===== src/rtl/mips_ctrl_pkg.sv =====
// rtl/mips_ctrl_pkg.sv - shared types and constants for the MIPS multi-cycle control path
// Purpose: state encoding, opcode constants and pc_sel encodings used by
//          mips_load_sequencer and its testbench.
// Ports:   none (package).
package mips_ctrl_pkg;

  typedef enum logic [2:0] {
    ST_IDLE = 3'd0,
    ST_IF   = 3'd1,
    ST_ID   = 3'd2,
    ST_EX   = 3'd3,
    ST_MEM  = 3'd4,
    ST_WB   = 3'd5
  } state_e;

  localparam logic [5:0] OP_RTYPE = 6'b000000;
  localparam logic [5:0] OP_LW    = 6'b100011;
  localparam logic [5:0] OP_SW    = 6'b101011;
  localparam logic [5:0] OP_BEQ   = 6'b000100;
  localparam logic [5:0] OP_J     = 6'b000010;

  localparam logic PCSEL_NPC = 1'b0;
  localparam logic PCSEL_ALU = 1'b1;

endpackage


===== src/rtl/mem_wait_timer.sv =====
// rtl/mem_wait_timer.sv - memory wait-cycle counter with timeout compare
// Purpose: counts cycles spent waiting for mem_ready and flags the last
//          allowed wait cycle. LIMIT=0 disables the timeout.
// Ports:   clk, rst (sync, active-high)
//          clear   - state changed this cycle; restart the count
//          waiting - in a memory wait cycle with mem_ready low
//          timeout - this wait cycle is the LIMIT-th one
module mem_wait_timer #(
  parameter int unsigned LIMIT = 15
) (
  input  logic clk,
  input  logic rst,
  input  logic clear,
  input  logic waiting,
  output logic timeout
);

  localparam logic [3:0] LAST = 4'(LIMIT - 1);

  logic [3:0] cnt_q, cnt_d;

  always_comb begin
    cnt_d = cnt_q;
    if (clear) begin
      cnt_d = 4'd0;
    end else if (waiting) begin
      cnt_d = cnt_q + 4'd1;
    end
  end

  always_ff @(posedge clk) begin
    if (rst) begin
      cnt_q <= 4'd0;
    end else begin
      cnt_q <= cnt_d;
    end
  end

  // cnt_q holds the number of wait cycles already completed, so the
  // LIMIT-th wait cycle is the one where cnt_q == LIMIT-1.
  assign timeout = (LIMIT != 0) && waiting && (cnt_q == LAST);

endmodule


===== src/rtl/mips_load_sequencer.sv =====
// rtl/mips_load_sequencer.sv - multi-cycle MIPS control FSM driving datapath load strobes
// Purpose: sequences IF/ID/EX/MEM/WB per opcode class, pulses the register
//          load strobes and handshakes with memory through mem_ready.
// Ports:   clk, rst (sync, active-high), run, opcode, branch_taken, mem_ready
//          load_pc/npc/ir/a/b/imm/alu/lmd - single-cycle capture strobes
//          pc_sel, mem_read, mem_write, reg_write, instr_done, illegal_op
//          mem_err (sticky timeout flag), state (debug)
// Optional: LOAD_SEQ_PERF_EN adds cycle_cnt and instr_cnt outputs.
module mips_load_sequencer
  import mips_ctrl_pkg::*;
#(
  parameter int unsigned MEM_TIMEOUT = 15,
  parameter int unsigned OPW         = 6
) (
  input  logic           clk,
  input  logic           rst,
  input  logic           run,
  input  logic [OPW-1:0] opcode,
  input  logic           branch_taken,
  input  logic           mem_ready,
  output logic           load_pc,
  output logic           load_npc,
  output logic           load_ir,
  output logic           load_a,
  output logic           load_b,
  output logic           load_imm,
  output logic           load_alu,
  output logic           load_lmd,
  output logic           pc_sel,
  output logic           mem_read,
  output logic           mem_write,
  output logic           reg_write,
  output logic           instr_done,
  output logic           illegal_op,
  output logic           mem_err,
  output logic [2:0]     state
`ifdef LOAD_SEQ_PERF_EN
  ,
  output logic [31:0]    cycle_cnt,
  output logic [31:0]    instr_cnt
`endif
);

  state_e         state_q, state_d;
  logic [OPW-1:0] op_q, op_d;
  logic           mem_err_q, mem_err_d;
  logic           retire;
  logic           waiting;
  logic           timeout;

  // Count only cycles that are genuinely stalled on memory; a cycle with
  // mem_ready high always completes, so it can never time out.
  assign waiting = ((state_q == ST_IF) || (state_q == ST_MEM)) && !mem_ready;

  mem_wait_timer #(.LIMIT(MEM_TIMEOUT)) u_timer (
    .clk     (clk),
    .rst     (rst),
    .clear   (state_d != state_q),
    .waiting (waiting),
    .timeout (timeout)
  );

  always_comb begin
    state_d    = state_q;
    op_d       = op_q;
    mem_err_d  = mem_err_q;
    retire     = 1'b0;
    load_pc    = 1'b0;
    load_npc   = 1'b0;
    load_ir    = 1'b0;
    load_a     = 1'b0;
    load_b     = 1'b0;
    load_imm   = 1'b0;
    load_alu   = 1'b0;
    load_lmd   = 1'b0;
    pc_sel     = PCSEL_NPC;
    mem_read   = 1'b0;
    mem_write  = 1'b0;
    reg_write  = 1'b0;
    illegal_op = 1'b0;

    case (state_q)
      ST_IDLE: begin
        if (run) state_d = ST_IF;
      end
      ST_IF: begin
        mem_read = 1'b1;
        if (mem_ready) begin
          load_ir  = 1'b1;
          load_npc = 1'b1;
          state_d  = ST_ID;
        end else if (timeout) begin
          mem_err_d = 1'b1;
          state_d   = ST_IDLE;
        end
      end
      ST_ID: begin
        load_a   = 1'b1;
        load_b   = 1'b1;
        load_imm = 1'b1;
        op_d     = opcode;
        state_d  = ST_EX;
      end
      ST_EX: begin
        load_alu = 1'b1;
        if (op_q == OPW'(OP_RTYPE)) begin
          state_d = ST_WB;
        end else if ((op_q == OPW'(OP_LW)) || (op_q == OPW'(OP_SW))) begin
          state_d = ST_MEM;
        end else if (op_q == OPW'(OP_BEQ)) begin
          load_pc = 1'b1;
          pc_sel  = branch_taken;
          retire  = 1'b1;
        end else if (op_q == OPW'(OP_J)) begin
          load_pc = 1'b1;
          pc_sel  = PCSEL_ALU;
          retire  = 1'b1;
        end else begin
          // Unknown opcodes are skipped: PC advances to NPC.
          illegal_op = 1'b1;
          load_pc    = 1'b1;
          retire     = 1'b1;
        end
      end
      ST_MEM: begin
        if (op_q == OPW'(OP_LW)) begin
          mem_read = 1'b1;
          if (mem_ready) begin
            load_lmd = 1'b1;
            state_d  = ST_WB;
          end
        end else begin
          mem_write = 1'b1;
          if (mem_ready) begin
            load_pc = 1'b1;
            retire  = 1'b1;
          end
        end
        if (!mem_ready && timeout) begin
          mem_err_d = 1'b1;
          state_d   = ST_IDLE;
        end
      end
      ST_WB: begin
        reg_write = 1'b1;
        load_pc   = 1'b1;
        retire    = 1'b1;
      end
      default: state_d = ST_IDLE;
    endcase

    // run is only looked at on retirement (and in IDLE above).
    if (retire) state_d = run ? ST_IF : ST_IDLE;
  end

  assign instr_done = retire;
  assign mem_err    = mem_err_q;
  assign state      = state_q;

  always_ff @(posedge clk) begin
    if (rst) begin
      state_q   <= ST_IDLE;
      op_q      <= '0;
      mem_err_q <= 1'b0;
    end else begin
      state_q   <= state_d;
      op_q      <= op_d;
      mem_err_q <= mem_err_d;
    end
  end

`ifdef LOAD_SEQ_PERF_EN
  logic [31:0] cycle_cnt_q, cycle_cnt_d;
  logic [31:0] instr_cnt_q, instr_cnt_d;

  always_comb begin
    cycle_cnt_d = cycle_cnt_q + ((state_q != ST_IDLE) ? 32'd1 : 32'd0);
    instr_cnt_d = instr_cnt_q + (retire ? 32'd1 : 32'd0);
  end

  always_ff @(posedge clk) begin
    if (rst) begin
      cycle_cnt_q <= 32'd0;
      instr_cnt_q <= 32'd0;
    end else begin
      cycle_cnt_q <= cycle_cnt_d;
      instr_cnt_q <= instr_cnt_d;
    end
  end

  assign cycle_cnt = cycle_cnt_q;
  assign instr_cnt = instr_cnt_q;
`endif

endmodule


===== config.mk =====
export PLATFORM = sky130hd
export DESIGN_NAME = mips_load_sequencer
export DESIGN_NICKNAME = d
export VERILOG_FILES = /design/src/rtl/mips_ctrl_pkg.sv /design/src/rtl/mem_wait_timer.sv /design/src/rtl/mips_load_sequencer.sv
export SDC_FILE = /design/constraint.sdc
export NUM_CORES = 1
export LEC_CHECK = 0
export ABC_AREA = 1
export BUFFER_PORTS_ARGS = -buffer_cell sky130_fd_sc_hd__buf_2
export CORE_MARGIN = 4
export CORE_UTILIZATION = 48
export DETAILED_ROUTE_END_ITERATION = 6
export PLACE_DENSITY = 0.85
export REMOVE_ABC_BUFFERS = 1
export SLEW_MARGIN = 10
export SYNTH_ARGS = -nofsm -noshare
export SYNTH_HDL_FRONTEND = slang
export SYNTH_HIERARCHICAL = 1
export SYNTH_SLANG_ARGS = --single-unit

===== constraint.sdc =====
create_clock -name clk -period 2.7 [get_ports clk]
set_input_delay 0.54 -clock clk [delete_from_list [all_inputs] [get_ports clk]]
set_output_delay 0.54 -clock clk [all_outputs]
set_load 0.1 [all_outputs]

==> reports/summary.md, run 1 <==
In this run the count of I/O pins placed on the die edge is 29. The largest driver fanout on the critical path was 7; the floorplan die area was 0.00251 sq mm. TritonCTS built the clock tree.

In this run the vertical extent of the chip is 50.1 um. Relative to the synthesized area, the layout overhead comes to 19.4%. The class of the most critical setup path is register to register.

The completed layout was analyzed and its total power is 533 uW. Top cell type's share of synthesized area: 0.329. The total overflow left after global routing is 0.

Worst setup skew after layout: 1.72 ps. In this run the remaining antenna-violating nets after routing total 0. Entering global routing, the biggest net connects 12 pins. The final routed wire length divided by cell count was 10.8 um. The synthesized area divided by synthesized cell count works out to 6.36 sq um. Ranked by total cell area, the synthesized netlist is headed by sky130_fd_sc_hd__dfxtp_1 33%, sky130_fd_sc_hd__nand2_1 15%, sky130_fd_sc_hd__nor2_1 11%. The wire-length estimate of the detail-placed layout is 1610 um. The first TritonRoute pass finished after 4 iterations. The tools report the clock sink count as 14.

The required time at the worst-slack endpoint is 2910 ps. The die width was 50.1 um; the average vias per placed instance was 5.07. Most used flip-flop cell after synthesis: sky130_fd_sc_hd__dfxtp_1.

The ratio of final minimum period to clock period was 0.907; the clock-pin transition on the worst setup and hold timing paths was 80 ps. The worst voltage drop across the vdd grid is 0.353 mV. The tools report the via count as 933. In this run, the number of DRC markers left after iteration 0 of detailed routing was 34. The async set-reset flop share out of synthesis was 0; the proportion of layout cells with a drive suffix above 1 was 0.281. The number of global-route vias before repair is 814, and the source-to-sink clock delay at the later pin of the worst-skew pair is 270 ps. The initial cell density of the core is 0.535.

STA puts the critical path data arrival time at 2660 ps. The element type at the critical path end was a register. The final worst slack is 252 ps. The total count of hold-check failures in the final report was 0. The initial antenna violation count was 0; the deepest level of the CTS H-tree was 1.

Dividing total power by cell area gives a power density of 524 mW/mm^2. The first global-routing pass estimated 3320 um of wire. The time the worst path needs with I/O delays and setup is 2450 ps.

The run gives 0.667 as the relative max-transition margin. The analysis attributes to cell leakage a power of 0.000529 uW. The tools report the sequential element share of the synthesized area as 0.329. STA classifies the critical path startpoint as a register. For the total CTS buffers, the log shows 3. The area of the core region is 0.00159 sq mm, and the final net count is 175.

The number of maximum-capacitance violations is 0, and the number of library cell types mapped by synthesis is 21. Synthesis produced a netlist whose cell count is 134. The most area-hungry cell type in the Yosys netlist is sky130_fd_sc_hd__dfxtp_1. Timing would allow up to 0.409 GHz. The repair_antennas step left the layout with diodes totalling 0. OpenSTA, run right after detailed placement, puts the worst setup slack at 215 ps. The most common cell after layout, fill and taps aside is sky130_fd_sc_hd__nand2_1.

The number of synthesized flops with an enable pin was 0; the remaining routing DRC violations was 0. In this run, synthesis produced a sequential element count of 14. The run gives 6 as the total of warnings raised by yosys. In the layout the commonest cells are 35 x sky130_fd_sc_hd__nand2_1, 28 x sky130_fd_sc_hd__buf_2, 24 x sky130_fd_sc_hd__nor2_1, 13 x sky130_fd_sc_hd__inv_1, 13 x sky130_fd_sc_hd__dfxtp_1.

The type of the tightest min-delay check was register to register. The run finished with clean final reports. Summed instance area of the synthesized netlist: 852 sq um.

During placement, the flow inserted port buffers numbering 28. The tools report the total routing resource utilization after global routing as 0.165. The clock passes through at most 2 buffers. For the pin with the worst max-slew slack, the measured transition is 502 ps. The final routed wirelength across all metal layers was 1990 um; the row count was 14. For the total setup violations reported at the end of the flow, the log shows 0. Root buffer cell: sky130_fd_sc_hd__clkbuf_4.

Buffers added to address setup during post-CTS repair amount to 0. Routability-driven placement finished with a final weighted congestion of 0.924. Number of pins exceeding their max-slew limit in the final report: 0.
## registers in the layout (all words and copies together) (netlist names)
signal,count
op_q,6
state,3
u_timer/cnt_q,4
mem_err,1
## worst paths after layout
check,startpoint,depth (start not counted),end,slack (ps)
min,op_q[5],2,op_q[5],490
max,state[0],18,u_timer/cnt_q[0],250
min reg2reg,op_q[5],2,op_q[5],490
max reg2reg,state[0],18,u_timer/cnt_q[0],250
## cell families after synthesis
| family | count (synthesis) | synth area share |
|---|---|---|
| and+or+nand+nor | 76 | 0.392 |
| adders and majority gates | 2 | 0.0294 |
| buffers and inverters | 22 | 0.116 |
| DFF | 14 | 0.329 |
| AOI/OAI and AO/OA | 20 | 0.134 |
## Yosys cell counts, types with 2 or more instances
cell type and count:
sky130_fd_sc_hd__a211oi_1 3, sky130_fd_sc_hd__a21oi_1 9, sky130_fd_sc_hd__buf_4 4, sky130_fd_sc_hd__dfxtp_1 14, sky130_fd_sc_hd__ha_1 2, sky130_fd_sc_hd__inv_1 13
sky130_fd_sc_hd__inv_2 3, sky130_fd_sc_hd__nand2_1 35, sky130_fd_sc_hd__nand3_1 7, sky130_fd_sc_hd__nand3_2 2, sky130_fd_sc_hd__nor2_1 25, sky130_fd_sc_hd__nor2_2 4
sky130_fd_sc_hd__o21ai_0 5
## through the flow
step                hold WS (ps)  cell area [sq um]  cells   util  setup TNS [ps]
finish                       491               1020    184  0.638               0
global route                 507               1020    184  0.638           -15.0
CTS                          493               1010    184  0.636               0
detailed placement           463                991    181  0.622               0
global placement             451                991    181  0.622               0
floorplan                    453                813    128      -          -20330
## metal layers
layer | share of wire | track usage
met1 | 0.48 | 0.222
met2 | 0.44 | 0.257
met3 | 0.056 | 0.0207
met4 | 0.025 | 0.0876
met5 | 0 | 0
## critical path: stages (launching register included)
cell,delay [ps]
sky130_fd_sc_hd__dfxtp_2,390
sky130_fd_sc_hd__inv_1,110
sky130_fd_sc_hd__nor2_2,140
sky130_fd_sc_hd__inv_1,70
sky130_fd_sc_hd__nor2_1,120
sky130_fd_sc_hd__nor2_1,80
sky130_fd_sc_hd__nor2_1,130
sky130_fd_sc_hd__nand2_1,70
sky130_fd_sc_hd__nor2_1,160
sky130_fd_sc_hd__nor2_1,60
sky130_fd_sc_hd__a21boi_1,150
sky130_fd_sc_hd__o21ai_0,110
sky130_fd_sc_hd__nor2_1,180
sky130_fd_sc_hd__nand3_1,100
sky130_fd_sc_hd__nand2_1,80
sky130_fd_sc_hd__nand2_1,70
sky130_fd_sc_hd__nor2_2,160
sky130_fd_sc_hd__o21ai_0,120
sky130_fd_sc_hd__a21oi_1,120
## power by group
part	leakage [uW]	total (uW)	switching, uW	internal (uW)
logic	0.000401	189	149	39.6
clock network	0.0000138	117	65.8	51.7
registers	0.000114	226	10.3	216
total	0.000529	533	225	307
## layout make-up
type	instances	area (sq um)
Fill cell	156	577
Inverter	16	60.1
Timing Repair Buffer	29	148
Multi-Input combinational cell	98	475
Clock buffer	3	22.5
Sequential cell	14	282
Tap cell	24	30.0
## repair_timing
action | 4_1_cts | 5_1_grt
endpoints found under the setup margin | 0 | 4
gates resized for setup | 0 | 2
hold buffers | 0 | 0
Note: power is estimated with default switching activity, not from simulation.
==> run 2: changes to the inputs <==
- ABC_AREA: 1 -> not set
- CORE_UTILIZATION: 48 -> 49
- PLACE_DENSITY: 0.85 -> 0.86
==> reports/summary.md, run 2 <==
Measured in cells, the most critical reg-to-reg path has a length of 7. In this run the cell area of the synthesized design comes to 896 sq um. Across the run, the number of max-cap violations was 0. For the relative max-transition margin, the log shows 0.682. The most common cell after layout, fill and taps aside is sky130_fd_sc_hd__buf_2.

The logs give 1 for the deepest level of the CTS H-tree and 0 for the buffer count from post-CTS setup fixing. The register with the most flip-flops in the layout has 6 of them. The largest driver fanout on the critical path was 4. The tools report the number of library cell types mapped by synthesis as 42.

The maximum number of pins on one net before global-route repair was 16. The total count of hold-check failures in the final report is 0, and the final routed wire length divided by cell count is 13.1 um. The library cell with the highest instance count after synthesis is sky130_fd_sc_hd__nor2_1. Counting instances in the post-synthesis netlist gives the leading cell types as 22 x sky130_fd_sc_hd__nor2_1, 14 x sky130_fd_sc_hd__dfxtp_1, 8 x sky130_fd_sc_hd__mux2i_1. The routability congestion estimate from global placement is 0.962, and the count of buffers from port buffering is 28.

For this run, the detailed router's first-pass iteration total came to 4. Walking the worst path, the cells encountered are or4_1 -> a211o_1 -> a21o_1 -> o2bb2ai_2 -> buf_6. The synthesized area divided by synthesized cell count was 8.29 sq um; the initial cell density of the core was 0.519. Once the clock tree was built, the resizer swapped 0 gates to a different size. The type of the tightest min-delay check is register to register.

For this design the static power due to leakage is 0.000502 uW. The layout overhead on the synthesized area came out at 23.2%. Async set-reset flop share out of synthesis: 0.

The number of hold buffers added after CTS was 0. The die covers 0.00258 sq mm. For this design the top-level I/O count stands at 29. Summed over all layers, the global routing overflow is 0.

Setup violations remaining at the end of the flow were counted as 0. The time the worst path needs with I/O delays and setup works out to 2590 ps. In the routed layout, each cell is associated on average with a via count of 5.57. The cell area after layout came out at 0.00110 sq mm.

The sequential element share of the synthesized area was 0.313. The final net count is 151, and the area of the core region is 0.00173 sq mm. The ratio of final minimum period to clock period is 0.958. The power per unit of standard cell area came out at 564 mW/mm^2. The HPWL after detailed placement is 1630 um. The clock-pin transition on the worst setup and hold timing paths is 80 ps. The number of global-route vias before repair came out at 842. Counting the buffers created by CTS gives 3. The flow ran to the end, and the final reports show no timing, DRC or antenna violations. The run gives 896 as the via count.

For the total placed cells including tap cells, the log shows 158. After detailed routing, the total wire length is 2100 um. The first global-routing pass estimated 3460 um of wire. The worst setup path is launched from a register. The tools report the remaining routing DRC violations as 0. By startpoint and endpoint, the worst setup path is classified as register to output port. TritonCTS built the clock tree.

The total of warnings raised by yosys is 6. The total routing resource utilization after global routing came out at 0.170. Proportion of layout cells with a drive suffix above 1: 0.331. In the synthesized netlist the dominant register cell turns out to be sky130_fd_sc_hd__dfxtp_1. Counting along the longest clock path gives a buffer depth of 2. The vertical die dimension is 50.8 um. Summed over all instances, the cell type with the most area after synthesis is sky130_fd_sc_hd__dfxtp_1. The highest cell delay on the worst timing path works out to 520 ps. Counting instances, the worst hold path has a depth of 2. In this run the clock root is driven by a sky130_fd_sc_hd__clkbuf_4. Setup slack closes at 114 ps. The top cell type's share of synthesized area was 0.313; the number of DRC violations after detailed-routing iteration 0 was 28. In this run, synthesis produced a sequential element count of 14. The count of antenna-violating nets left after detailed routing was 0; the worst voltage drop across the vdd grid was 0.354 mV. The run gives 0.387 GHz as the achievable clock frequency. The tools report the required time at the worst-slack endpoint as 2160 ps. The element type at the critical path end is an output port. Clock tree synthesis found a total of 14 sinks.

The run gives 161 as the non-filler instance count after layout. The post-placement cell area came out at 0.00106 sq mm. The worst hold margin was 473 ps. The tools report the critical path arrival as 2050 ps.

The critical path's slowest cell is sky130_fd_sc_hd__or4_1. Across the routed clock network, the largest skew measured is 0.522 ps. The tools report the post-placement worst setup slack as 6.94 ps. In the layout the commonest cells are 26 x sky130_fd_sc_hd__buf_2, 22 x sky130_fd_sc_hd__nor2_1, 14 x sky130_fd_sc_hd__dfxtp_1, 8 x sky130_fd_sc_hd__mux2i_1, 6 x sky130_fd_sc_hd__buf_4.

Setup repair after global routing left no endpoint under its margin. Yosys attributes the largest share of cell area to sky130_fd_sc_hd__dfxtp_1 31%, sky130_fd_sc_hd__nor2_1 9.2%, sky130_fd_sc_hd__mux2i_1 8.9%. The number of pins exceeding their max-slew limit in the final report was 0; the initial antenna violation count was 0.

Final design utilization: 0.639. The die width is 50.8 um, and the number of synthesized flops with an enable pin is 0. Clock latency on the worst-skew pair, taken at its later pin, is 270 ps. For the pin with the worst max-slew slack, the measured transition is 470 ps.

Ranked by flip-flop count, first place goes to op_q. The synthesized netlist cell count is 108, and the row count is 15. The number of antenna cells inserted is 0.
[run 2: cell count changes after synthesis, moves of 4 or more]
cell                      change
sky130_fd_sc_hd__mux2i_1      +8
sky130_fd_sc_hd__inv_1       -12
sky130_fd_sc_hd__nand3_1      -5
sky130_fd_sc_hd__nand2_1     -32
sky130_fd_sc_hd__nor2_2       -4
sky130_fd_sc_hd__a21oi_1      -5
sky130_fd_sc_hd__o21ai_0      -4
sky130_fd_sc_hd__nor3_1       +4
[run 2: critical path, delay by kind of cell, from the launching register on]
family	cells	cell delay (ps)
simple gates	1	520
buf+inv	1	200
flops	1	350
compound gates	3	710
[run 2: path summary, 6_finish.rpt]
path	slack [ps]	to	startpoint
hold / removal	470	mem_err	mem_err
setup / recovery	110	load_pc	op_q[5]
hold reg to reg	470	mem_err	mem_err
setup reg to reg	140	u_timer/cnt_q[3]	op_q[5]
[run 2: logic make-up (layout without fill, tap and decap cells)]
group / Yosys count / count (layout) / synth area share
AND/OR/NAND/NOR: 50 / 50 / 0.291
flip-flops: 14 / 14 / 0.313
XOR/XNOR: 3 / 3 / 0.0293
multiplexers: 10 / 10 / 0.115
buffers and inverters: 12 / 40 / 0.0698
adder cells (fa/ha/maj): 2 / 2 / 0.0279
AO/OA/AOI/OAI: 17 / 17 / 0.155
[run 2: per-stage QoR]
stage | setup TNS [ps] | power [uW]
final | 0 | 622
after global routing | 0 | 652
after CTS | 0 | 621
after detailed placement | 0 | 508
after global placement | 0 | 502
after floorplan | -42070 | 453
[run 2: power by group]
part	total, uW	switching, uW	internal (uW)
Clock	113	61.4	51.6
Combinational	283	206	76.9
Sequential	227	9.88	217
[run 2: routing by layer]
layer / share of wire / vias up / track usage
met5: 0 / - / 0
met4: 0.015 / 0 / 0.112
met3: 0.054 / 4 / 0.0148
met2: 0.49 / 39 / 0.265
met1: 0.44 / 412 / 0.221
li1: - / 441 / -
[run 2: area by class of cell]
cell class              count  area, sq um
fillers                   161          623
multi-input cells          82          561
flip-flops and latches     14          280
repair buffers             34          198
well taps                  25         31.3
clock buffers               3         22.5
inverters                   3         11.3
